--- config.mk ---
export PLATFORM = sky130hd
export DESIGN_NAME = charge_discharge_seq
export DESIGN_NICKNAME = d
export VERILOG_FILES = /design/src/rtl/charge_seq_pkg.sv /design/src/rtl/sync_2ff.sv /design/src/rtl/charge_discharge_seq.sv
export SDC_FILE = /design/constraint.sdc
export NUM_CORES = 1
export LEC_CHECK = 0
export ABC_AREA = 1
export CORE_ASPECT_RATIO = 1.4
export CORE_MARGIN = 1.5
export CORE_UTILIZATION = 56
export CTS_CLUSTER_SIZE = 14
export DETAILED_ROUTE_END_ITERATION = 16
export HOLD_SLACK_MARGIN = 0.08
export PLACE_DENSITY_LB_ADDON = 0.05
export SYNTH_ARGS = -nofsm -noshare
export SYNTH_HDL_FRONTEND = slang
export SYNTH_SLANG_ARGS = --single-unit
export TNS_END_PERCENT = 30
--- constraint.sdc ---
create_clock -name i_clk -period 4.04 [get_ports i_clk]
set_input_delay 1.01 -clock i_clk [delete_from_list [all_inputs] [get_ports i_clk]]
set_output_delay 1.01 -clock i_clk [all_outputs]
set_load 0.005 [all_outputs]
--- src/rtl/charge_seq_pkg.sv ---
// Shared types and default parameter values for the charge/discharge sequencer.
package charge_seq_pkg;

  typedef enum logic [1:0] {IDLE, CHARGE, RUN} state_e;

  localparam int unsigned DEF_N_CH   = 4;
  localparam int unsigned DEF_FC_LEN = 2;
  localparam int unsigned DEF_TO_W   = 16;
  localparam bit          DEF_RETRIG = 1'b0;

endpackage

--- src/rtl/sync_2ff.sv ---
// Parametrised-width two-flop synchroniser with asynchronous active-low reset.
module sync_2ff #(
  parameter int unsigned WIDTH = 1
) (
  input  logic             i_clk,
  input  logic             i_reset_n,
  input  logic [WIDTH-1:0] i_d,
  output logic [WIDTH-1:0] o_q
);

  logic [WIDTH-1:0] r_meta;
  logic [WIDTH-1:0] r_sync;

  always_ff @(posedge i_clk or negedge i_reset_n) begin
    if (!i_reset_n) begin
      r_meta <= '0;
      r_sync <= '0;
    end else begin
      r_meta <= i_d;
      r_sync <= r_meta;
    end
  end

  assign o_q = r_sync;

endmodule

--- src/rtl/charge_discharge_seq.sv ---
// Start/charge/discharge sequencer: synchronised start, fixed first-charge pulse,
// per-channel discharge hold released by counter completion or run timeout.
module charge_discharge_seq
  import charge_seq_pkg::*;
#(
  parameter int unsigned N_CH   = DEF_N_CH,
  parameter int unsigned FC_LEN = DEF_FC_LEN,
  parameter int unsigned TO_W   = DEF_TO_W,
  parameter bit          RETRIG = DEF_RETRIG
) (
  input  logic            i_clk,
  input  logic            i_reset_n,
  input  logic            i_start,
  input  logic            i_arm,
  input  logic [N_CH-1:0] i_reset_ch,
  input  logic [TO_W-1:0] i_timeout,
  output logic            o_first_charge,
  output logic [N_CH-1:0] o_discharge,
  output logic            o_startcounter,
  output logic            o_busy,
  output logic            o_overrun,
  output logic [N_CH-1:0] o_timeout_ch
);

  localparam int unsigned CHG_W = (FC_LEN > 1) ? $clog2(FC_LEN) : 1;
  localparam logic [CHG_W-1:0] CHG_LOAD = CHG_W'(FC_LEN - 1);

  state_e            r_state;
  logic              r_sync_d;
  logic [CHG_W-1:0]  r_chg_cnt;
  logic [TO_W-1:0]   r_run_cnt;
  logic              r_first_charge;
  logic [N_CH-1:0]   r_discharge;
  logic              r_startcounter;
  logic              r_busy;
  logic              r_overrun;
  logic [N_CH-1:0]   r_timeout_ch;

  logic              w_sync;
  logic              w_start_edge;
  logic              w_accept;
  logic              w_to_hit;
  logic [N_CH-1:0]   w_dis_after_rst;
  logic [N_CH-1:0]   w_dis_next;
  logic [N_CH-1:0]   w_to_set;

  sync_2ff #(
    .WIDTH (1)
  ) u_start_sync (
    .i_clk     (i_clk),
    .i_reset_n (i_reset_n),
    .i_d       (i_start),
    .o_q       (w_sync)
  );

  always_comb begin
    w_start_edge    = w_sync & ~r_sync_d;
    w_accept        = w_start_edge && i_arm && ((r_state == IDLE) || RETRIG);
    w_to_hit        = (i_timeout != '0) && (r_run_cnt == (i_timeout - TO_W'(1)));
    // Completion pulses are applied before the timeout so they win on a tie.
    w_dis_after_rst = r_discharge & ~i_reset_ch;
    w_dis_next      = w_to_hit ? '0 : w_dis_after_rst;
    w_to_set        = w_to_hit ? w_dis_after_rst : '0;
  end

  always_ff @(posedge i_clk or negedge i_reset_n) begin
    if (!i_reset_n) begin
      r_state        <= IDLE;
      r_sync_d       <= 1'b0;
      r_chg_cnt      <= '0;
      r_run_cnt      <= '0;
      r_first_charge <= 1'b0;
      r_discharge    <= '0;
      r_startcounter <= 1'b0;
      r_busy         <= 1'b0;
      r_overrun      <= 1'b0;
      r_timeout_ch   <= '0;
    end else begin
      r_sync_d  <= w_sync;
      r_overrun <= w_start_edge && (r_state != IDLE);
      if (w_accept) begin
        r_state        <= CHARGE;
        r_chg_cnt      <= CHG_LOAD;
        r_timeout_ch   <= '0;
        r_first_charge <= 1'b1;
        r_discharge    <= '1;
        r_startcounter <= 1'b0;
        r_busy         <= 1'b1;
      end else begin
        unique case (r_state)
          IDLE: begin
          end
          CHARGE: begin
            if (r_chg_cnt == '0) begin
              r_state        <= RUN;
              r_run_cnt      <= '0;
              r_first_charge <= 1'b0;
              r_startcounter <= 1'b1;
            end else begin
              r_chg_cnt <= r_chg_cnt - CHG_W'(1);
            end
          end
          RUN: begin
            if (r_run_cnt != '1) begin
              r_run_cnt <= r_run_cnt + TO_W'(1);
            end
            r_discharge  <= w_dis_next;
            r_timeout_ch <= r_timeout_ch | w_to_set;
            if (w_dis_next == '0) begin
              r_state        <= IDLE;
              r_startcounter <= 1'b0;
              r_busy         <= 1'b0;
            end
          end
          default: r_state <= IDLE;
        endcase
      end
    end
  end

  assign o_first_charge = r_first_charge;
  assign o_discharge    = r_discharge;
  assign o_startcounter = r_startcounter;
  assign o_busy         = r_busy;
  assign o_overrun      = r_overrun;
  assign o_timeout_ch   = r_timeout_ch;

endmodule

# Word-level counts from Yosys, hierarchy flattened
# Cells that the tools add are included.
[word_totals]
regBits = 34
latchBits = 0
mem_bits_rw = 0
mem_bits_ro = 0
inputBits = 24
n_memories = 0
[classes]
add_sub_neg = 3
multipliers = 0
n_div = 0
magnitude_cmp = 0
n_eq_ne = 10
n_shift = 0
mux = 25
n_bitwise = 6
n_reduce_logical = 18
[op_table]
columns = ["cell", "count"]
rows = [
  ["$mux W16", 2],
  ["$pmux W16 S2", 1],
  ["$mux W4", 6],
  ["$add A16 B1 Y16 const B", 1],
  ["$eq A16 B16 Y1", 1],
  ["$ne A16 B16 Y1 const B", 1],
  ["$reduce_bool A16 Y1", 1],
  ["$sub A16 B1 Y16 const B", 1],
  ["$mux W1", 11],
  ["$reduce_bool A2 Y1", 5],
  ["$mux W2", 3],
  ["$ne A2 B2 Y1 const B", 3],
  ["$ne A3 B3 Y1 const B", 2],
  ["$pmux W2 S3", 1],
  ["$reduce_and A3 Y1", 2],
  ["$and A4 B4 Y4", 1],
  ["$logic_and A1 B1 Y1", 4],
  ["$logic_not A4 Y1", 1],
  ["$not A4 Y4", 1],
  ["$or A4 B4 Y4", 1],
  ["$reduce_and A2 Y1", 2],
  ["$reduce_and A4 Y1", 1],
  ["$reduce_bool A3 Y1", 1],
  ["$eq A2 B1 Y1 const B", 1],
  ["other kinds (7)", 8],
]

# Logic depth before layout (Yosys ltp)
[depth]
word_depth = 8
ltp_mapped = 16
ltp_nobuf = 16

# Hierarchy
# A second synthesis with hierarchy kept.
[hier_totals]
hier_cells = 381
hier_area_um2 = 2516.2
[modules_own_cells]
columns = ["mod", "instances", "cells_each", "area_each_um2"]
rows = [
  ["charge_discharge_seq", 1, 379, 2466.1],
  ["sync_2ff", 1, 2, 50.0],
]

# Worst setup path before layout
# OpenSTA, ideal clock, no wires.
[synth_path]
path_type = "input to register"
from = "input i_timeout[0]"
to = "register r_state[0]"
setup_ns = 0.120
arrival_ns = 2.377
required_ns = 3.920
setup_slack_ns = 1.543
cell_stages = 13
n_path_buf = 0
cell_sequence = "inv_1 ha_1 nand2_1 nor2_1 nand2_1 nor2_2 nand3_1 xor2_1 nand3_2 nand3_2 nand2_1 nand2_1 nand2_1"
[synth_via]
elab_chain_cells = 7
word_cells_on_any_way = 8
classes_between = "add/sub: 1; eq/ne: 2; mux: 1; reduce/logical: 4"
[synth_lines]
columns = ["item", "line", "source"]
rows = [
  ["from (decl)", "charge_discharge_seq.sv:16", "input logic [TO_W-1:0] i_timeout,"],
  ["$sub A16 B1 Y16", "charge_discharge_seq.sv:59", "w_to_hit = (i_timeout != '0) && (r_run_cnt == (i_timeout - TO_W'(1)));"],
  ["$eq A16 B16 Y1", "charge_discharge_seq.sv:59", ""],
  ["$logic_and A1 B1 Y1 *", "charge_discharge_seq.sv:59", ""],
  ["$mux W4 *", "charge_discharge_seq.sv:62", "w_dis_next = w_to_hit ? '0 : w_dis_after_rst;"],
  ["$logic_not A4 Y1 *", "charge_discharge_seq.sv:109", "if (w_dis_next == '0) begin"],
  ["$ne A3 B3 Y1 (no line) *", "n/a", ""],
  ["$reduce_and A3 Y1 (no line) *", "n/a", ""],
  ["to (signal assigned)", "charge_discharge_seq.sv:68", "r_state <= IDLE;"],
  ["to (signal assigned)", "charge_discharge_seq.sv:110", "r_state <= IDLE;"],
  ["to (signal assigned)", "charge_discharge_seq.sv:115", "default: r_state <= IDLE;"],
  ["to (decl)", "charge_discharge_seq.sv:28", "state_e r_state;"],
]
# Every way passes the cells marked *; elsewhere a longest branch is shown, timed or not.
# A chain may end at the register's enable or synchronous reset.

# Final worst setup path
[layout_path]
from = "input i_timeout[0]"
to = "register r_discharge[0] (netlist: o_discharge[0])"
[layout_via]
elab_chain_cells = 6
word_cells_on_any_way = 7
classes_between = "add/sub: 1; eq/ne: 1; mux: 3; reduce/logical: 2"
[layout_lines]
columns = ["item", "line", "source"]
rows = [
  ["$sub A16 B1 Y16", "charge_discharge_seq.sv:59", ""],
  ["$eq A16 B16 Y1", "charge_discharge_seq.sv:59", ""],
  ["$logic_and A1 B1 Y1 *", "charge_discharge_seq.sv:59", ""],
  ["$mux W4 *", "charge_discharge_seq.sv:62", ""],
  ["$mux W4 *", "charge_discharge_seq.sv:90", "unique case (r_state)"],
  ["$mux W4 *", "charge_discharge_seq.sv:81", "if (w_accept) begin"],
  ["to (signal assigned)", "charge_discharge_seq.sv:107", "r_discharge <= w_dis_next;"],
  ["to (decl)", "charge_discharge_seq.sv:33", "logic [N_CH-1:0] r_discharge;"],
]
# Every way passes the cells marked *; elsewhere a longest branch is shown, timed or not. The select of a mux whose other input is x is not followed.

==> results.tsv <==
metric	value	unit
DIE AREA	4860	um^2
crit path kind	input port to flop	
CP endpoint kind	flop	
HP Class	flop to flop	
DRT antenna net count	0	
Setup crit start kind	input port	
clk slew on worst S/H paths	0.08	ns
Hold-fix buffers, CTS	0	
clk sinks	34	
drc violations	0	
Core Region	4240	um^2
WP data arrival	3.14	ns
Final TNS setup	0	ns
Slowest-stage cell, CP	clkdlybuf4s50_1	
DP Area	2910	um^2
drt pass-1 iters	4	
initial antenna violation count	0	
Bufs and invs on worst path	3	
number of diodes	0	
GPL Wtd Cong	0.980	
nets	439	
final hold vios	0	
GR Util All Layers	26.5	%
CTS max path bufs	2	
WP data required	4.20	ns
post-synthesis sequential area ratio	34.2	%
Post-CTS Setup Bufs	0	
crit-path cells	clkdlybuf4s50_1, inv_1, ha_1, nand2_1, nor2_1, nand2_1, nor2_2, nand3_1, xor2_1, inv_1, nor2_1, and2_1, o21ai_1	
period utilization	73.6	%
GRT overflow	0	
CTS tree	done	
vias in the first global route	2256	
IO Pins	36	
area growth from synthesis to layout	20.7	%
height of the die	81.9	um
Port Buffers	35	
TritonCTS buffer count	5	
CP max FO	6	
HPWL after DPL	4.66	mm
Syn. warnings	0	
row count	28	
root buffer cell	clkbuf_8	
mapped cell area	2490	um^2
WL per Instance	12.8	um
maximum vdd drop	0.408	mV
Cell Pwr Density	395	nW/um^2
slowest stage delay, CP	0.43	ns
R2R Path Start	r_state[0]$_DFFE_PN0P_	
status	finished clean	
chip width	59.3	um
Syn Nets	399	
vias per inst	5.21	
Worst Skew	0.0124	ns
slew at the pin with the worst max-slew slack	0.547	ns
Yosys cell types	33	
synthesized instance count	370	
first-pass GRT wire length	9.76	mm
Leakage	0.00141	uW
max_slew headroom	63.3	%
min-delay src	u_start_sync.r_meta$_DFF_PN0_	
share of cells above drive strength 1	8.52	%
max_cap viols	0	
htree depth	2	
final instance area	3000	um^2
total power	1190	uW
# fillers	375	
DR iter-0 viols	139	
Synth Area per Inst	6.73	um^2
Critical Path Source	i_timeout[0]	
Max Clock Freq	0.336	GHz
Post-Layout Cell Count	471	
flops & latches, synth	34	
setup violators final	0	
largest net degree at the start of global routing	35	
Starting Density	58.7	%
cts repair resizes	0	
Cells after DPL	463	
clk_lat worst skew	0.29	ns
Pins Over Slew Limit	0	
minimum clock period after layout	2.98	ns
final wirelength	6.02	mm
Worst path top cell family by delay	simple AND/OR/NAND/NOR gates	
unrepaired setup endpoints after global routing	no	
via count	2454	
==> cell usage after synthesis <==
master / instances / area, um^2
inv_4: 1 / 6.26
or4_1: 1 / 7.51
o31ai_1: 3 / 22.5
nand4_1: 5 / 31.3
nand3b_1: 5 / 37.5
nor4_1: 1 / 6.26
and3b_1: 1 / 8.76
nor2_2: 8 / 50.1
xnor2_1: 5 / 43.8
and2_1: 1 / 6.26
dfrtp_1: 34 / 851
o21ai_1: 10 / 50.1
nand3_2: 4 / 40.0
clkbuf_1: 1 / 3.75
nand3_1: 25 / 125
inv_1: 44 / 165
nand2_1: 108 / 405
nor3_1: 4 / 20.0
nand2_2: 2 / 12.5
nor2_1: 48 / 180
nor2_4: 2 / 22.5
xor2_1: 13 / 114
clkbuf_2: 1 / 5.00
a21oi_1: 14 / 70.1
inv_2: 6 / 22.5
a221oi_1: 1 / 8.76
nor3_2: 2 / 20.0
clkinv_1: 1 / 3.75
o21a_1: 4 / 30.0
o21ai_0: 8 / 40.0
nand2_4: 1 / 11.3
ha_1: 5 / 62.6
buf_2: 1 / 5.00
==> registers in the layout (all words and copies together) (netlist names) <==
| register | count |
|---|---|
| o_startcounter | 1 |
| r_state | 2 |
| o_first_charge | 1 |
| o_timeout_ch | 4 |
| r_sync_d | 1 |
| o_overrun | 1 |
| r_run_cnt | 16 |
| u_start_sync.o_q | 1 |
| u_start_sync.r_meta | 1 |
| o_discharge | 4 |
| r_chg_cnt | 1 |
| o_busy | 1 |
==> cells by family (layout without fill, tap and decap cells) <==
kind of cell | count (synthesis) | in the layout | synth area share [%]
and+or+nand+nor | 218 | 218 | 39.6
xor gates and xnor gates | 18 | 18 | 6.33
adders and majority gates | 5 | 5 | 2.51
buffers and inverters | 55 | 96 | 8.50
AOI/OAI and AO/OA | 40 | 40 | 8.90
DFF | 34 | 34 | 34.2
==> worst register-to-register path: stages, from the launching register on <==
cell	delay, ns
dfrtp_1	0.41
inv_1	0.10
ha_1	0.21
nand2_1	0.08
nor3_2	0.42
clkinv_1	0.40
o21ai_0	0.22
nand2_1	0.11
nand2_1	0.06
nand2_1	0.04
==> per-stage QoR <==
step / hold slack (ns) / setup slack (ns) / util (%)
floorplan: 0.331 / 1.54 / -
global placement: 0.338 / 0.850 / 68.6
detailed placement: 0.340 / 0.782 / 68.6
CTS: 0.380 / 1.08 / 70.8
global route: 0.388 / 0.799 / 70.8
finish: 0.381 / 1.06 / 70.8
==> cells in the final DEF (no fill, tap or decap), types with 2 or more instances in the layout <==
cell / synthesis / layout
nand4_1: 5 / 5
nor2_4: 2 / 2
dfrtp_1: 34 / 34
nor2_1: 48 / 48
xnor2_1: 5 / 5
nor2_2: 8 / 8
nand2_2: 2 / 2
nand3_2: 4 / 4
o21a_1: 4 / 4
nand3_1: 25 / 25
nand2_1: 108 / 108
nand3b_1: 5 / 5
inv_2: 6 / 6
o31ai_1: 3 / 3
a21oi_1: 14 / 14
clkbuf_8: 0 / 6
inv_1: 44 / 44
xor2_1: 13 / 13
o21ai_1: 10 / 10
clkdlybuf4s50_1: 0 / 35
o21ai_0: 8 / 8
ha_1: 5 / 5
nor3_2: 2 / 2
nor3_1: 4 / 4
==> where the power goes <==
group / switching (uW) / internal [uW] / leakage [uW]
clock: 127 / 137 / 0.0000472
combinational: 281 / 199 / 0.000913
sequential: 43.5 / 398 / 0.000448
==> path summary, 6_finish.rpt <==
kind	to	slack [ns]	cells past startpoint
worst min-delay path	u_start_sync.o_q$_DFF_PN0_	0.38	0
worst min register to register	u_start_sync.o_q$_DFF_PN0_	0.38	0
worst max-delay path	o_discharge[0]$_DFFE_PN0N_	1.06	13
worst max register to register	r_state[0]$_DFFE_PN0P_	1.88	9
max in group asynchronous	o_discharge[3]$_DFFE_PN0N_	2.61	2
min in group asynchronous	r_run_cnt[0]$_DFFE_PN0P_	1.11	2
==> metal layers <==
metal  share of wire [%]  vias to the layer above  wire length (um)  track usage (%)
met5                   0                        -                 0                0
met4                 2.1                        0               126             9.55
met3                 2.7                       13               161             3.46
met2                  55                       55              3320             50.4
met1                  40                     1137              2410             29.2
li1                    -                     1249                 -                -
==> area by class of cell <==
| class | instances | area (um^2) | share of cell area (%) |
|---|---|---|---|
| multi-input cells | 281 | 1430 | 47.5 |
| flip-flops and latches | 34 | 851 | 28.3 |
| repair buffers | 36 | 358 | 11.9 |
| inverters | 52 | 198 | 6.58 |
| clock buffers | 6 | 82.6 | 2.75 |
| well taps | 60 | 75.1 | 2.50 |
| clock inverters | 2 | 12.5 | 0.417 |
No activity file was read; power rests on OpenSTA's default activity.
==> RTL edit 1: new RTL, same flow settings <==
`DEF_N_CH`: 4 -> 3.
--- a/src/rtl/charge_seq_pkg.sv
+++ b/src/rtl/charge_seq_pkg.sv
@@ -4,5 +4,5 @@
   typedef enum logic [1:0] {IDLE, CHARGE, RUN} state_e;
 
-  localparam int unsigned DEF_N_CH   = 4;
+  localparam int unsigned DEF_N_CH   = 3;
   localparam int unsigned DEF_FC_LEN = 2;
   localparam int unsigned DEF_TO_W   = 16;
Ports: changed (resized i_reset_ch, o_discharge and o_timeout_ch); port bits go from 36 to 33. The function was not compared with the original's and may differ.
==> RTL edit 1 against the unedited design <==
Sequential cell count decreased by 2; cell area down 9.6%; setup slack gained 0.16 ns; total power down 5.5%; routed wire length down 13%; register-to-register slack improved by 0.13 ns; area after synthesis shrank 10%; global-route usage up 0.064 points; sequential power shrank 6.8%; fmax increased by 5.5%; largest power group unchanged.
==> RTL edit 1: results (changes against the unedited design) <==
- FF-to-FF setup slack: 2.01 ns (was 1.88 ns)
- Synth top cells by count: nand2_1 (81), nor2_1 (47), inv_1 (40), dfrtp_1 (32), xor2_1 (15) (was nand2_1 (108), nor2_1 (48), inv_1 (44), dfrtp_1 (34), nand3_1 (25))
- Post-Route Skew: 0.005508 ns (was 0.01241 ns)
- Placer's final routability congestion estimate: 0.9651 (was 0.9804)
- Maximum vdd drop: 346.2 uV (was 408.4 uV)
- Vias in the first global route: 2085 (was 2256)
- Status: complete, no violations (unchanged)
- Synth top area cells: dfrtp_1 (36%), nand2_1 (14%), nor2_1 (7.9%), inv_1 (6.7%), xor2_1 (5.9%) (was dfrtp_1 (34%), nand2_1 (16%), nor2_1 (7.2%), inv_1 (6.6%), nand3_1 (5.0%))
- Slew @ Worst Pin: 0.4052 ns (was 0.5472 ns)
- Clock-pin slew on the worst setup and hold paths: 0.06 ns (was 0.08 ns)
- DR WL/cell: 13.11 um (was 12.77 um)
- DP Area: 2625 um^2 (was 2908 um^2)
- Reg2reg end: r_run_cnt[14] (was r_state[0])
- Total number of vias: 2042 (was 2454)
- Slowest stage delay, CP: 0.47 ns (was 0.43 ns)
- Port bufs: 32 (was 35)
- Worst EP arrival: 3.00 ns (was 3.14 ns)
- Largest net degree at the start of global routing: 33 (was 35)
- Static Leak: 1.277 nW (was 1.408 nW)
- WL met1: 2031 um (was 2410 um)
- Final net count: 382 (was 439)
- WL met2: 2809 um (was 3319 um)
- Initial antenna violation count: 0 (unchanged)
- Mapped Nets: 342 (was 399)
- Final HPWL DP: 3983 um (was 4662 um)
- Seq/Total Area, Yosys: 35.73% (was 34.19%)
- Metal3 WL: 187 um (was 161 um)
==> RTL edit 1: through the flow <==
step	setup WS, ns	instances
finish	1.221	398
global route	0.9218	398
CTS	1.238	398
detailed placement	0.9281	390
global placement	0.9915	390
floorplan	1.572	314
==> RTL edit 1: worst register-to-register path: stages, from the launching register on <==
cell and delay (ns):
dfrtp_1 0.39, inv_1 0.08, ha_1 0.28, inv_1 0.19
nor2_1 0.07, nand2_1 0.10, nand2_4 0.09, nor2_1 0.18
nand2_1 0.08, nor2_1 0.17, nand2_1 0.09, nor2_1 0.12
nor3_2 0.06
==> RTL edit 1: final cells by class <==
type	instances	area [um^2]
well taps	43	53.80
flip-flops and latches	32	800.8
fillers	333	1170
inverters	45	168.9
multi-input cells	236	1266
clock buffers	8	90.09
repair buffers	34	335.3
==> RTL edit 1: cells by family (layout without fill, tap and decap cells) <==
| logic type | count (synthesis) | in the layout | synth area share, % |
|---|---|---|---|
| AO/OA/AOI/OAI | 35 | 35 | 9.046 |
| flip-flops | 32 | 32 | 35.73 |
| buffers and inverters | 46 | 87 | 7.761 |
| XOR/XNOR | 22 | 22 | 8.599 |
| adder cells (fa/ha/maj) | 5 | 5 | 2.792 |
| AND/OR/NAND/NOR | 174 | 174 | 36.07 |
==> RTL edit 1: how the worst max path moves through the flow <==
stage                      start          to  slack (ns)  cells past startpoint
detailed placement  i_timeout[0]  r_state[0]        0.93                     15
CTS                 i_timeout[0]  r_state[0]        1.24                     15
global placement    i_timeout[0]  r_state[0]        0.99                     16
global route        i_timeout[0]  r_state[0]        0.92                     15
floorplan           i_timeout[0]  r_state[0]        1.57                     15
finish              i_timeout[0]  r_state[1]        1.22                     15
==> RTL edit 1: report_power, final <==
part | total [W] | switching, W | internal (W)
clock network | 0.000253 | 0.000114 | 0.000139
logic | 0.000456 | 0.000270 | 0.000186
registers | 0.000411 | 0.0000371 | 0.000374
total | 0.00112 | 0.000421 | 0.000699
==> RTL edit 1: metal layers <==
layer	up-vias	GRT usage (%)
met5	-	0
met4	0	14.76
met3	16	4.167
met2	47	48.37
met1	906	28.53
li1	1073	-
==> RTL edit 2: new RTL, same flow settings <==
Without the edit above. Put one more register stage on the output `o_startcounter`. The value now appears one clock later. The other outputs are not delayed to match.
--- a/src/rtl/charge_discharge_seq.sv
+++ b/src/rtl/charge_discharge_seq.sv
@@ -121,5 +121,7 @@
   assign o_first_charge = r_first_charge;
   assign o_discharge    = r_discharge;
-  assign o_startcounter = r_startcounter;
+  always_ff @(posedge i_clk) begin
+    o_startcounter <= r_startcounter;
+  end
   assign o_busy         = r_busy;
   assign o_overrun      = r_overrun;
Behaviour: not the same (Yosys sat finds a counterexample within 10 cycles, from zero or initial values and one cycle with i_reset_n low).
==> RTL edit 2 against the unedited design <==
Cell count grew 0.42%; critical path depth grew 4; area after synthesis grew 0.80%; hold slack lost 0.014 ns; sequential power grew 4%; utilization grew 0.59 points; setup slack gained 0.012 ns; sequential cell count grew 1; fmax grew 0.41%; routed wire length is essentially flat; global-route usage grew 0.38 points; cell area grew 1.7%; total power grew 6.7%.
==> RTL edit 2: results (changes against the unedited design) <==
- Power in the clock group: 0.000326 W (was 0.000264 W)
- Adder-cell share of the synthesized area: 2.494% (was 2.514%)
- Share of cell area taken by multi-input logic gates: 46.72% (was 47.50%)
- Total GRT Usage: 26.93% (was 26.55%)
- Seq/Total Area, Yosys: 34.71% (was 34.19%)
- Maximum vdd drop: 388.6 uV (was 408.4 uV)
- FF-to-FF setup slack: 1.95 ns (was 1.88 ns)
- Total number of vias: 2425 (was 2454)
- Post-Route Skew: 0.007359 ns (was 0.01241 ns)
- CTS Buffer Depth: 2 (unchanged)
- Fraction of layout cells with a size suffix above 1: 8.717% (was 8.516%)
- Post-synthesis xor/xnor area fraction: 6.284% (was 6.335%)
- Clock buffers: 6 (unchanged)
- P_sw: 0.0004523 W (was 0.0004517 W)
- Vias in the first global route: 2259 (was 2256)
- Crit path capture: r_state[0] (was o_discharge[0])
- Fill cells: 376 (was 375)
- Slew @ Worst Pin: 0.4660 ns (was 0.5472 ns)
- Mapped Nets: 400 (was 399)
- Final clock-cell share: 3.852% (was 3.167%)
- Sequential cell area: 870.8 um^2 (was 850.8 um^2)
- Final HPWL DP: 4824 um (was 4662 um)
- Non-Filler Cell Area, Final: 3053 um^2 (was 3003 um^2)
- Slowest stage delay, CP: 0.49 ns (was 0.43 ns)
- Placed instance count: 465 (was 463)
- Routed WL: 6011 um (was 6017 um)
- Plain + repair buffers: 37 (was 36)
- First-pass GRT wire length: 9860 um (was 9763 um)
- Synth unique cells: 34 (was 33)
- Post-synth ARST share: 97.14% (was 100.0%)
- Final net count: 441 (was 439)
- Initial DRC count: 114 (was 139)
- Power Total: 0.001265 W (was 0.001185 W)
- Crit path max-delay family: simple AND/OR/NAND/NOR gates (unchanged)
- Static Leak: 1.436 nW (was 1.408 nW)
- Placer's final routability congestion estimate: 0.9669 (was 0.9804)
- DP Area: 2935 um^2 (was 2908 um^2)
- Placement Setup Slack: 0.7890 ns (was 0.7822 ns)
- Compound-gate portion of the synthesized area: 8.828% (was 8.899%)
- Worst reg2reg path depth: 10 (was 9)
- Non-filler cells, final: 473 (was 471)
- Synth top area cells: dfrtp_1 (34%), nand2_1 (16%), nor2_1 (7.2%), inv_1 (6.6%), nand3_1 (5.0%) (unchanged)
- Buffering overhead: 11.97% (was 11.92%)
- Status: complete, no violations (unchanged)
- Total clock sinks: 35 (was 34)
- Fmax: 337.5 MHz (was 336.1 MHz)
- Syn avg cell area: 6.762 um^2 (was 6.726 um^2)
RTL edit 2: per-layer routing:
| layer | vias to the layer above | share of wire (%) | GRT usage [%] |
|---|---|---|---|
| li1 | 1257 | - | - |
| met1 | 1101 | 40 | 29.52 |
| met2 | 49 | 54 | 49.56 |
| met3 | 18 | 2.4 | 2.492 |
| met4 | 0 | 3.5 | 15.33 |
| met5 | - | 0 | 0 |
RTL edit 2: worst min path at each step:
stage | endpoint | slack (ns) | cells past startpoint
global route | u_start_sync.o_q | 0.37 | 0
global placement | u_start_sync.o_q | 0.35 | 0
finish | u_start_sync.o_q | 0.37 | 0
detailed placement | u_start_sync.o_q | 0.34 | 0
floorplan | u_start_sync.o_q | 0.33 | 0
CTS | u_start_sync.o_q | 0.37 | 0
RTL edit 2: kinds of logic after synthesis:
kind of cell               after synthesis
xor gates and xnor gates                18
buffers and inverters                   55
DFF                                     35
and+or+nand+nor                        218
adders and majority gates                5
AOI/OAI and AO/OA                       40
